[config.mk]
export PLATFORM = sky130hd
export DESIGN_NAME = fetch_unit_flat
export DESIGN_NICKNAME = d
export VERILOG_FILES = /design/src/rtl/fetch_unit_pkg.sv /design/src/rtl/fetch_unit_if.sv /design/src/rtl/fetch_unit_next_pc_calc.sv /design/src/rtl/fetch_unit.sv /design/src/flat_wrapper.sv
export SDC_FILE = /design/constraint.sdc
export NUM_CORES = 1
export LEC_CHECK = 0
export BUFFER_PORTS_ARGS = -buffer_cell sky130_fd_sc_hd__buf_2
export CAP_MARGIN = 40
export CORE_ASPECT_RATIO = 1.1
export CORE_MARGIN = 2
export CORE_UTILIZATION = 35
export CTS_CLUSTER_SIZE = 14
export DETAILED_ROUTE_END_ITERATION = 7
export PLACE_DENSITY = 0.64
export SLEW_MARGIN = 20
export SYNTH_ARGS = -nofsm -noshare
export SYNTH_HDL_FRONTEND = slang
export SYNTH_SLANG_ARGS = --single-unit
export TNS_END_PERCENT = 5
[constraint.sdc]
create_clock -name clk -period 2.9 [get_ports clk]
set_input_delay 0.29 -clock clk [delete_from_list [all_inputs] [get_ports clk]]
set_output_delay 0.29 -clock clk [all_outputs]
set_load 0.05 [all_outputs]
[src/rtl/fetch_unit_pkg.sv]
// rtl/fetch_unit_pkg.sv - shared state encodings, NOP and opcode constants for the fetch path
//
// Purpose: definitions shared by fetch_unit, its next-PC helper and control_unit.
// Ports:   none (package).
package fetch_unit_pkg;

    typedef enum logic [2:0] {
        ST_IDLE  = 3'd0,
        ST_REQ   = 3'd1,
        ST_WAIT  = 3'd2,
        ST_HOLD  = 3'd3,
        ST_FAULT = 3'd4
    } fetch_state_t;

    // addi x0, x0, 0
    localparam logic [31:0] NOP_INSTR = 32'h0000_0013;

    localparam logic [6:0] OPC_LUI    = 7'b0110111;
    localparam logic [6:0] OPC_AUIPC  = 7'b0010111;
    localparam logic [6:0] OPC_JAL    = 7'b1101111;
    localparam logic [6:0] OPC_JALR   = 7'b1100111;
    localparam logic [6:0] OPC_BRANCH = 7'b1100011;
    localparam logic [6:0] OPC_LOAD   = 7'b0000011;
    localparam logic [6:0] OPC_STORE  = 7'b0100011;
    localparam logic [6:0] OPC_OPIMM  = 7'b0010011;
    localparam logic [6:0] OPC_OP     = 7'b0110011;

    // Plain 32-bit add; wrap-around modulo 2^32 is the intended behaviour.
    function automatic logic [31:0] pc_add(input logic [31:0] a, input logic [31:0] b);
        return a + b;
    endfunction

endpackage

[src/rtl/fetch_unit_if.sv]
// rtl/fetch_unit_if.sv - instruction memory read bus between fetch_unit and memory
//
// Purpose: bundles the instruction-memory request/response signals.
// Signals: imemReq (1-cycle read request), imemAddr (read address),
//          imemValid (response valid), imemRdata (instruction word).
// Modports: master = fetch side, slave = memory side.
interface fetch_unit_if;

    logic        imemReq;
    logic [31:0] imemAddr;
    logic        imemValid;
    logic [31:0] imemRdata;

    modport master (
        output imemReq,
        output imemAddr,
        input  imemValid,
        input  imemRdata
    );

    modport slave (
        input  imemReq,
        input  imemAddr,
        output imemValid,
        output imemRdata
    );

endinterface

[src/rtl/fetch_unit_next_pc_calc.sv]
// rtl/fetch_unit_next_pc_calc.sv - combinational next-PC selection and misalignment flag
//
// Purpose: computes the PC that follows the presented instruction.
// Ports:   i_pc, i_imm (32b), i_branch, i_jump, i_branch_taken (decode/ALU flags)
//          o_next_pc (selected target), o_pc_plus4 (sequential PC), o_misaligned.
module fetch_unit_next_pc_calc
    import fetch_unit_pkg::*;
(
    input  logic [31:0] i_pc,
    input  logic [31:0] i_imm,
    input  logic        i_branch,
    input  logic        i_jump,
    input  logic        i_branch_taken,
    output logic [31:0] o_next_pc,
    output logic [31:0] o_pc_plus4,
    output logic        o_misaligned
);

    logic w_take;

    // A jump is taken unconditionally, even when branch is also flagged.
    assign w_take       = i_jump | (i_branch & i_branch_taken);
    assign o_pc_plus4   = pc_add(i_pc, 32'd4);
    assign o_next_pc    = w_take ? pc_add(i_pc, i_imm) : o_pc_plus4;
    assign o_misaligned = |o_next_pc[1:0];

endmodule

[src/rtl/fetch_unit.sv]
// rtl/fetch_unit.sv - single-outstanding instruction fetch FSM with branch/jump redirect
//
// Purpose: fetches one instruction at a time, presents it until accepted,
//          then redirects or advances the PC; faults stickily on a misaligned
//          target or a memory response timeout.
// Ports:   clk, reset (sync, active-high)
//          imem        instruction memory bus (master side)
//          instruction, pc, pcPlus4, instrValid   presented instruction
//          instrAccept, stall                     downstream handshake
//          branch, jump, branchTaken, imm         redirect information
//          fetchFault                             sticky fault flag
module fetch_unit
    import fetch_unit_pkg::*;
#(
    parameter logic [31:0] RESET_VECTOR = 32'h0000_0000,
    parameter int          MAX_WAIT     = 16
) (
    input  logic         clk,
    input  logic         reset,
    fetch_unit_if.master imem,
    output logic [31:0]  instruction,
    output logic [31:0]  pc,
    output logic [31:0]  pcPlus4,
    output logic         instrValid,
    input  logic         instrAccept,
    input  logic         stall,
    input  logic         branch,
    input  logic         jump,
    input  logic         branchTaken,
    input  logic [31:0]  imm,
    output logic         fetchFault
);

    localparam int CNT_W = $clog2(MAX_WAIT + 1);
    localparam logic [CNT_W-1:0] CNT_LAST = CNT_W'(MAX_WAIT - 1);

    fetch_state_t     r_state;
    fetch_state_t     w_next_state;
    logic [31:0]      r_pc;
    logic [31:0]      r_instr;
    logic [CNT_W-1:0] r_wait_cnt;

    logic [31:0]      w_next_pc;
    logic [31:0]      w_pc_plus4;
    logic             w_misaligned;
    logic             w_pc_load;
    logic             w_instr_load;
    logic             w_cnt_clr;
    logic             w_cnt_inc;

    fetch_unit_next_pc_calc u_next_pc (
        .i_pc           (r_pc),
        .i_imm          (imm),
        .i_branch       (branch),
        .i_jump         (jump),
        .i_branch_taken (branchTaken),
        .o_next_pc      (w_next_pc),
        .o_pc_plus4     (w_pc_plus4),
        .o_misaligned   (w_misaligned)
    );

    always_comb begin
        w_next_state = r_state;
        w_pc_load    = 1'b0;
        w_instr_load = 1'b0;
        w_cnt_clr    = 1'b0;
        w_cnt_inc    = 1'b0;
        case (r_state)
            ST_IDLE: w_next_state = ST_REQ;
            ST_REQ: begin
                w_cnt_clr    = 1'b1;
                w_next_state = ST_WAIT;
            end
            ST_WAIT: begin
                // imemValid is only looked at here, so responses arriving in
                // any other state are dropped.
                if (imem.imemValid) begin
                    w_instr_load = 1'b1;
                    w_next_state = ST_HOLD;
                end else if (r_wait_cnt == CNT_LAST) begin
                    w_next_state = ST_FAULT;
                end else begin
                    w_cnt_inc = 1'b1;
                end
            end
            ST_HOLD: begin
                // stall overrides instrAccept; a misaligned target leaves pc
                // pointing at the offending instruction.
                if (instrAccept && !stall) begin
                    if (w_misaligned) begin
                        w_next_state = ST_FAULT;
                    end else begin
                        w_pc_load    = 1'b1;
                        w_next_state = ST_REQ;
                    end
                end
            end
            ST_FAULT: w_next_state = ST_FAULT;
            default:  w_next_state = ST_FAULT;
        endcase
    end

    always_ff @(posedge clk) begin
        if (reset) begin
            r_state    <= ST_IDLE;
            r_pc       <= RESET_VECTOR;
            r_instr    <= NOP_INSTR;
            r_wait_cnt <= '0;
        end else begin
            r_state <= w_next_state;
            if (w_pc_load) begin
                r_pc <= w_next_pc;
            end
            if (w_instr_load) begin
                r_instr <= imem.imemRdata;
            end
            if (w_cnt_clr) begin
                r_wait_cnt <= '0;
            end else if (w_cnt_inc) begin
                r_wait_cnt <= r_wait_cnt + 1'b1;
            end
        end
    end

    assign imem.imemReq  = (r_state == ST_REQ);
    assign imem.imemAddr = r_pc;
    assign instruction   = r_instr;
    assign pc            = r_pc;
    assign pcPlus4       = w_pc_plus4;
    assign instrValid    = (r_state == ST_HOLD);
    assign fetchFault    = (r_state == ST_FAULT);

endmodule

[src/flat_wrapper.sv]
// flat-port wrapper written by rule: the top's interface ports become plain ports
module fetch_unit_flat import fetch_unit_pkg::*;
#(
    parameter logic [31:0] RESET_VECTOR = 32'h0000_0000,
    parameter int          MAX_WAIT     = 16
)
  (clk, reset, instruction, pc, pcPlus4, instrValid, instrAccept, stall, branch, jump, branchTaken, imm, fetchFault, imem_imemReq, imem_imemAddr, imem_imemValid, imem_imemRdata);
  fetch_unit_if imem_i ();
  input  logic clk;
  input  logic reset;
  output logic [31:0] instruction;
  output logic [31:0] pc;
  output logic [31:0] pcPlus4;
  output logic instrValid;
  input  logic instrAccept;
  input  logic stall;
  input  logic branch;
  input  logic jump;
  input  logic branchTaken;
  input  logic [31:0] imm;
  output logic fetchFault;
  output wire logic [$bits(imem_i.imemReq)-1:0] imem_imemReq;
  output wire logic [$bits(imem_i.imemAddr)-1:0] imem_imemAddr;
  input wire logic [$bits(imem_i.imemValid)-1:0] imem_imemValid;
  input wire logic [$bits(imem_i.imemRdata)-1:0] imem_imemRdata;
  assign imem_imemReq = imem_i.imemReq;
  assign imem_imemAddr = imem_i.imemAddr;
  assign imem_i.imemValid = imem_imemValid;
  assign imem_i.imemRdata = imem_imemRdata;
  fetch_unit #(.RESET_VECTOR(RESET_VECTOR), .MAX_WAIT(MAX_WAIT)) u_core (.clk(clk), .reset(reset), .imem(imem_i), .instruction(instruction), .pc(pc), .pcPlus4(pcPlus4), .instrValid(instrValid), .instrAccept(instrAccept), .stall(stall), .branch(branch), .jump(jump), .branchTaken(branchTaken), .imm(imm), .fetchFault(fetchFault));
endmodule
* Word-level counts from Yosys, hierarchy flattened
Cells that the tools add are included.
** Operators by class
- $add $sub $neg :: 3
- Equal/unequal tests :: 7
- Muxes and demuxes :: 15
- Bitwise gates (word level) :: 2
- Reduce and logical (&&, ||, !) cells :: 6
** Operator list (number)
- adder 32 x 3 -> 32 bit (second input constant) :: 1
- adder 32 bit :: 1
- two-way mux 32 bit :: 1
- two-way mux 3 bit :: 4
- one-hot mux 3 bit (4 select lines) :: 1
- two-way mux 1 bit :: 9
- equality test 3 x 2 -> 1 bit (second input constant) :: 2
- adder 5 x 1 -> 5 bit (second input constant) :: 1
- equality test 5 x 4 -> 1 bit (second input constant) :: 1
- OR reduction 2 bit :: 2
- equality test 3 x 1 -> 1 bit (second input constant) :: 1
- equality test 3 bit (second input constant) :: 1
- logical NOT 3 bit :: 1
- != test 3 x 2 -> 1 bit (second input constant) :: 1
- != test 2 x 1 -> 1 bit (second input constant) :: 1
- AND reduction 2 bit :: 1
- AND 1 bit :: 1
- logical AND 1 bit :: 1
- logical NOT 1 bit :: 1
- OR 1 bit :: 1
** Storage, ports and cells
- Register bits :: 72
- Input port bits :: 72
- Output and inout bits :: 131
- Logic and storage cells :: 37

* Logic depth before layout (Yosys ltp)
- Word-level depth :: 7
- Mapped depth :: 10
- Gate-level depth less buffers :: 10

* Modules after synthesis
From an unflattened synthesis, not the netlist that was laid out.
** Second synthesis, totals
- Cell total of the unflattened synthesis :: 757
- Area total of the unflattened synthesis :: 5672.9 um^2
** By module, submodules not included
- fetch_unit :: times used 1, cells each 365, area each 3066.7 um^2, seq. area each 1441.4 um^2
- fetch_unit_next_pc_calc :: times used 1, cells each 392, area each 2606.2 um^2, seq. area each 0.0 um^2

* Worst setup path before layout
OpenSTA, ideal clock, no wires.
- Path type :: reg2out
- Start point :: reg u_core.r_pc[4], in the netlist u_core.imem.imemAddr[4]
- End point :: out pcPlus4[31]
- Arrival :: 3126 ps
- Data required time :: 2610 ps
- Path slack :: -516 ps
- Cell stages (with the launch flop) :: 7
- Buffers on the path :: 0
- Cell sequence :: dfxtp_1 and3_4 nand4_4 or4_4 nor4b_4 nor3b_4 xor2_1
** On the way
- Longest elaborated chain between the ends :: 1
** RTL lines
- start: declaration :: line fetch_unit.sv:39 : logic [31:0] r_pc;
- start signal: assignment :: line fetch_unit.sv:112 : r_pc <= w_next_pc;
- adder 32 x 3 -> 32 bit :: line fetch_unit_pkg.sv:30 : return a + b;
- end: declaration :: line flat_wrapper.sv:13 : output logic [31:0] pcPlus4;
Every way passes these cells.

* Final worst setup path
- Start point :: reg u_core.r_pc[5], in the netlist u_core.imem.imemAddr[5]
- End point :: out pcPlus4[31]
Same word-level chain as after synthesis.

==> flow_metrics.py <==
metrics = {
    "sta": {
        "tns_ns": 0,
        "worst_hold_slack_ns": 0.1592,
        "setup_viol": 0,
        "slew_violations": 0,
        "min_period_ns": 2.855,
        "fin_worst_skew_ns": 0.008800,
        "rsz0062_at_grt": "yes",
        "fin_crit_sh_pct": 98.45,
        "worstMarginPinSlew_ns": 0.5096,
        "setup_ws_ns": 0.04495,
        "hold_violations": 0,
        "fmax_mhz": 350.3,
        "slew_headroom_pct": 65.66,
    },
    "floorplanning": {
        "initial_utilization_pct": 35.60,
        "dieArea_sq_mm": 0.01691,
        "ios": 203,
        "fp.dieH_um": 136.2,
        "core_sq_mm": 0.01562,
        "fp.dieW_um": 124.2,
        "fp-row-count": 48,
    },
    "power_and_ir_drop": {
        "switching_power_uw": 967.2,
        "p_clk_share_pct": 43.4,
        "p_leak_nw": 3.447,
        "peakVddDrop_mv": 0.2371,
        "comb_power_share_pct": 21.4,
        "power_mw": 3.049,
        "p_int_mw": 2.082,
        "seq_power_share_pct": 35.2,
        "switching_share_pct": 31.72,
        "p_per_area_mw_per_mm2": 423.9,
    },
    "placed_design": {
        "io_buffers": 202,
        "dp_slack_ns": 0.1038,
        "dpl.cell_count": 1117,
        "dpl.hpwl_um": 14150,
        "place_area_sq_mm": 0.006797,
        "gp_congestion": 0.9713,
    },
    "clocking": {
        "clk_latency_ns": 0.34,
        "cts_tree": "done",
        "clock_sinks": 72,
        "cts.clk_slew.worst_paths_ns": 0.06,
        "root_buffer": "clkbuf_16",
        "clock_path_buffers": 2,
        "cts_made_buffers": 9,
        "htreeDepth": 3,
        "cts_hold_buf": 0,
    },
    "setup_path": {
        "crit_fanout": 8,
        "arrival_ns": 2.57,
        "worstPathRequired_ns": 2.61,
        "end_kind": "primary output",
        "critPathLaunch": "u_core.imem.imemAddr[5]",
        "startpoint_type": "register",
        "r2r_start": "u_core.imem.imemAddr[0]",
        "worst-setup-path-type": "reg -> out",
        "rrSetupSlack_ns": 0.17,
    },
    "job": {
        "drv_cap": 0,
    },
    "layout": {
        "fin_area_sq_mm": 0.007193,
        "multiInputGateArea_sq_mm": 0.003716,
        "stdcell_count": 1136,
        "area_growth_pct": 29.39,
        "nFillCells": 1633,
        "drive_gt1_share_pct": 31.44,
        "ff_latch_area_sq_mm": 0.001459,
        "fin_nets": 1037,
        "final_util_pct": 46.07,
    },
    "route": {
        "route.met2.wl_um": 8920,
        "post_drt_wl_per_cell_um": 16.70,
        "dr.first_iter.drc_count": 401,
        "top_layer_used": "met5",
        "routed_wirelength_um": 18970,
        "vias": 6072,
        "dr.pass1.iters": 6,
        "drc": 0,
        "postRouteAntennaNets": 0,
        "wl_met3_um": 1005,
        "m1WireLength_um": 8567,
        "viasPerCell": 5.345,
    },
    "synth": {
        "yosysWarningCount": 0,
        "postSynth.asyncResetShare_pct": 0,
        "synth_area_per_cell_sq_um": 7.452,
        "synth_cell_types": 65,
        "ys_seq_elements": 72,
        "synth_seq_area_share_pct": 25.93,
        "synth_top_flop_cell": "dfxtp_1",
        "syn_area_sq_mm": 0.005559,
        "synth_edf_count": 0,
        "synth_nets": 853,
        "postSynthCellCount": 746,
    },
    "grt": {
        "grt_overflow_total": 0,
        "grt_pass1_wl_um": 29050,
        "antenna_found_initial": 2,
        "grt_max_degree": 36,
        "grt_pass1_vias": 5466,
        "gr-usage-all-layers_pct": 22.11,
    },
    "hold_path": {
        "worstHoldStart": "imem_imemRdata[0]",
        "hp-class": "in -> reg",
    },
    "status": {
        "status": "completed",
    },
}
area by class of cell:
cell class / instances / share of cell area [%]
Timing Repair Buffer: 246 / 18.98
Antenna cell: 1 / 0.03479
Clock buffer: 10 / 3.183
Tap cell: 200 / 3.479
Multi-Input combinational cell: 586 / 51.66
Sequential cell: 72 / 20.28
Clock inverter: 6 / 1.600
Inverter: 15 / 0.7827
power by group through the flow:
stage                     Sequential (mW)  Combinational [mW]  Clock, mW
after floorplan                      1.22               0.334          0
after global placement               1.10               0.647          0
after detailed placement             1.10               0.649          0
after CTS                            1.07               0.651       1.34
after global routing                 1.08               0.702       1.38
final                                1.07               0.652       1.32
placed cells by master, fill, tap and decap left out, types with 4 or more instances in the layout:
cell | synthesis | routed
and3_1 | 12 | 11
buf_4 | 34 | 43
nand4_1 | 15 | 15
buf_2 | 3 | 199
a31oi_1 | 7 | 7
a21oi_1 | 95 | 94
a311oi_1 | 4 | 4
nor2_1 | 45 | 45
xnor2_1 | 31 | 28
or3_1 | 8 | 8
o211ai_1 | 5 | 5
ha_1 | 34 | 34
clkbuf_16 | 0 | 9
mux2i_1 | 6 | 6
nand2_1 | 124 | 124
nor3_1 | 10 | 9
a21o_1 | 10 | 10
o22ai_1 | 5 | 5
nand2b_1 | 5 | 5
xor2_1 | 22 | 20
o21a_1 | 6 | 6
o21bai_1 | 5 | 5
o21ai_0 | 35 | 34
inv_1 | 15 | 15
nand3_1 | 26 | 26
dfxtp_4 | 0 | 4
nor3b_1 | 5 | 5
a211oi_1 | 7 | 7
dfxtp_1 | 72 | 66
worst paths after layout:
check	to	cells past startpoint
hold reg to reg	u_core.instruction[23]	2
setup / recovery	pcPlus4[31]	7
hold / removal	u_core.instruction[0]	3
setup reg to reg	u_core.imem.imemAddr[26]	10
layer usage:
layer,vias up,track usage [%]
li1,3010,-
met3,35,3.398
met5,-,0
met1,2804,30.19
met2,221,34.79
met4,2,8.552
flip-flops by register name, indices dropped and copies added, names as in the netlist:
register              count
u_core.imem.imemAddr     32
u_core.instruction       32
u_core.r_state            3
u_core.r_wait_cnt         5
logic make-up after synthesis:
| group | after synthesis | share of synthesized area (%) |
|---|---|---|
| multiplexers | 8 | 1.485 |
| XOR/XNOR | 53 | 8.350 |
| AND/OR/NAND/NOR | 278 | 24.60 |
| flip-flops | 72 | 25.93 |
| adder cells (fa/ha/maj) | 35 | 8.013 |
| AO/OA/AOI/OAI | 212 | 23.32 |
| buffers and inverters | 88 | 8.305 |
cells in the mapped netlist, types with 3 or more instances:
cell type  count  area, sq um
nor3b_1        5        37.54
o2111ai_1      3        26.28
xor2_1        22        192.7
o21bai_1       5        37.54
nor2_1        45        168.9
and2_1         3        18.77
nand2_1      124        465.5
a21oi_1       95        475.5
nand4_1       15        93.84
clkbuf_1      36        135.1
dfxtp_1       72         1441
a31oi_1        7        43.79
buf_4         34        255.2
o21ai_0       35        175.2
ha_1          34        425.4
a311oi_1       4        35.03
buf_2          3        15.01
a2111oi_0      4        35.03
mux2i_1        6        60.06
a211o_1        3        26.28
nor3_1        10        50.05
a211oi_1       7        52.55
a221oi_1       3        26.28
inv_1         15        56.30
or3_1          8        50.05
nand3b_1       3        22.52
xnor2_1       31        271.5
a22oi_1        3        22.52
nand3_1       26        130.1
and3_1        12        75.07
nand2b_1       5        31.28
o211ai_1       5        37.54
o21a_1         6        45.04
and4_1         4        35.03
o31ai_1        3        22.52
a21o_1        10        75.07
o22ai_1        5        31.28
what timing repair did:
item                                   CTS  global route
setup endpoints to repair                2             8
gates resized for setup                  5            12
pin swaps                                0             0
setup buffers                            1             1
endpoints found under the hold margin    0             0
critical path, cell delays in order (launching register included):
cell	delay [ns]
dfxtp_4	0.39
and3_4	0.23
nand4_4	0.12
or4_4	0.57
nor4b_4	0.29
nor3b_4	0.28
xor2_2	0.16
buf_6	0.17
Note: power is estimated with default switching activity, not from simulation.
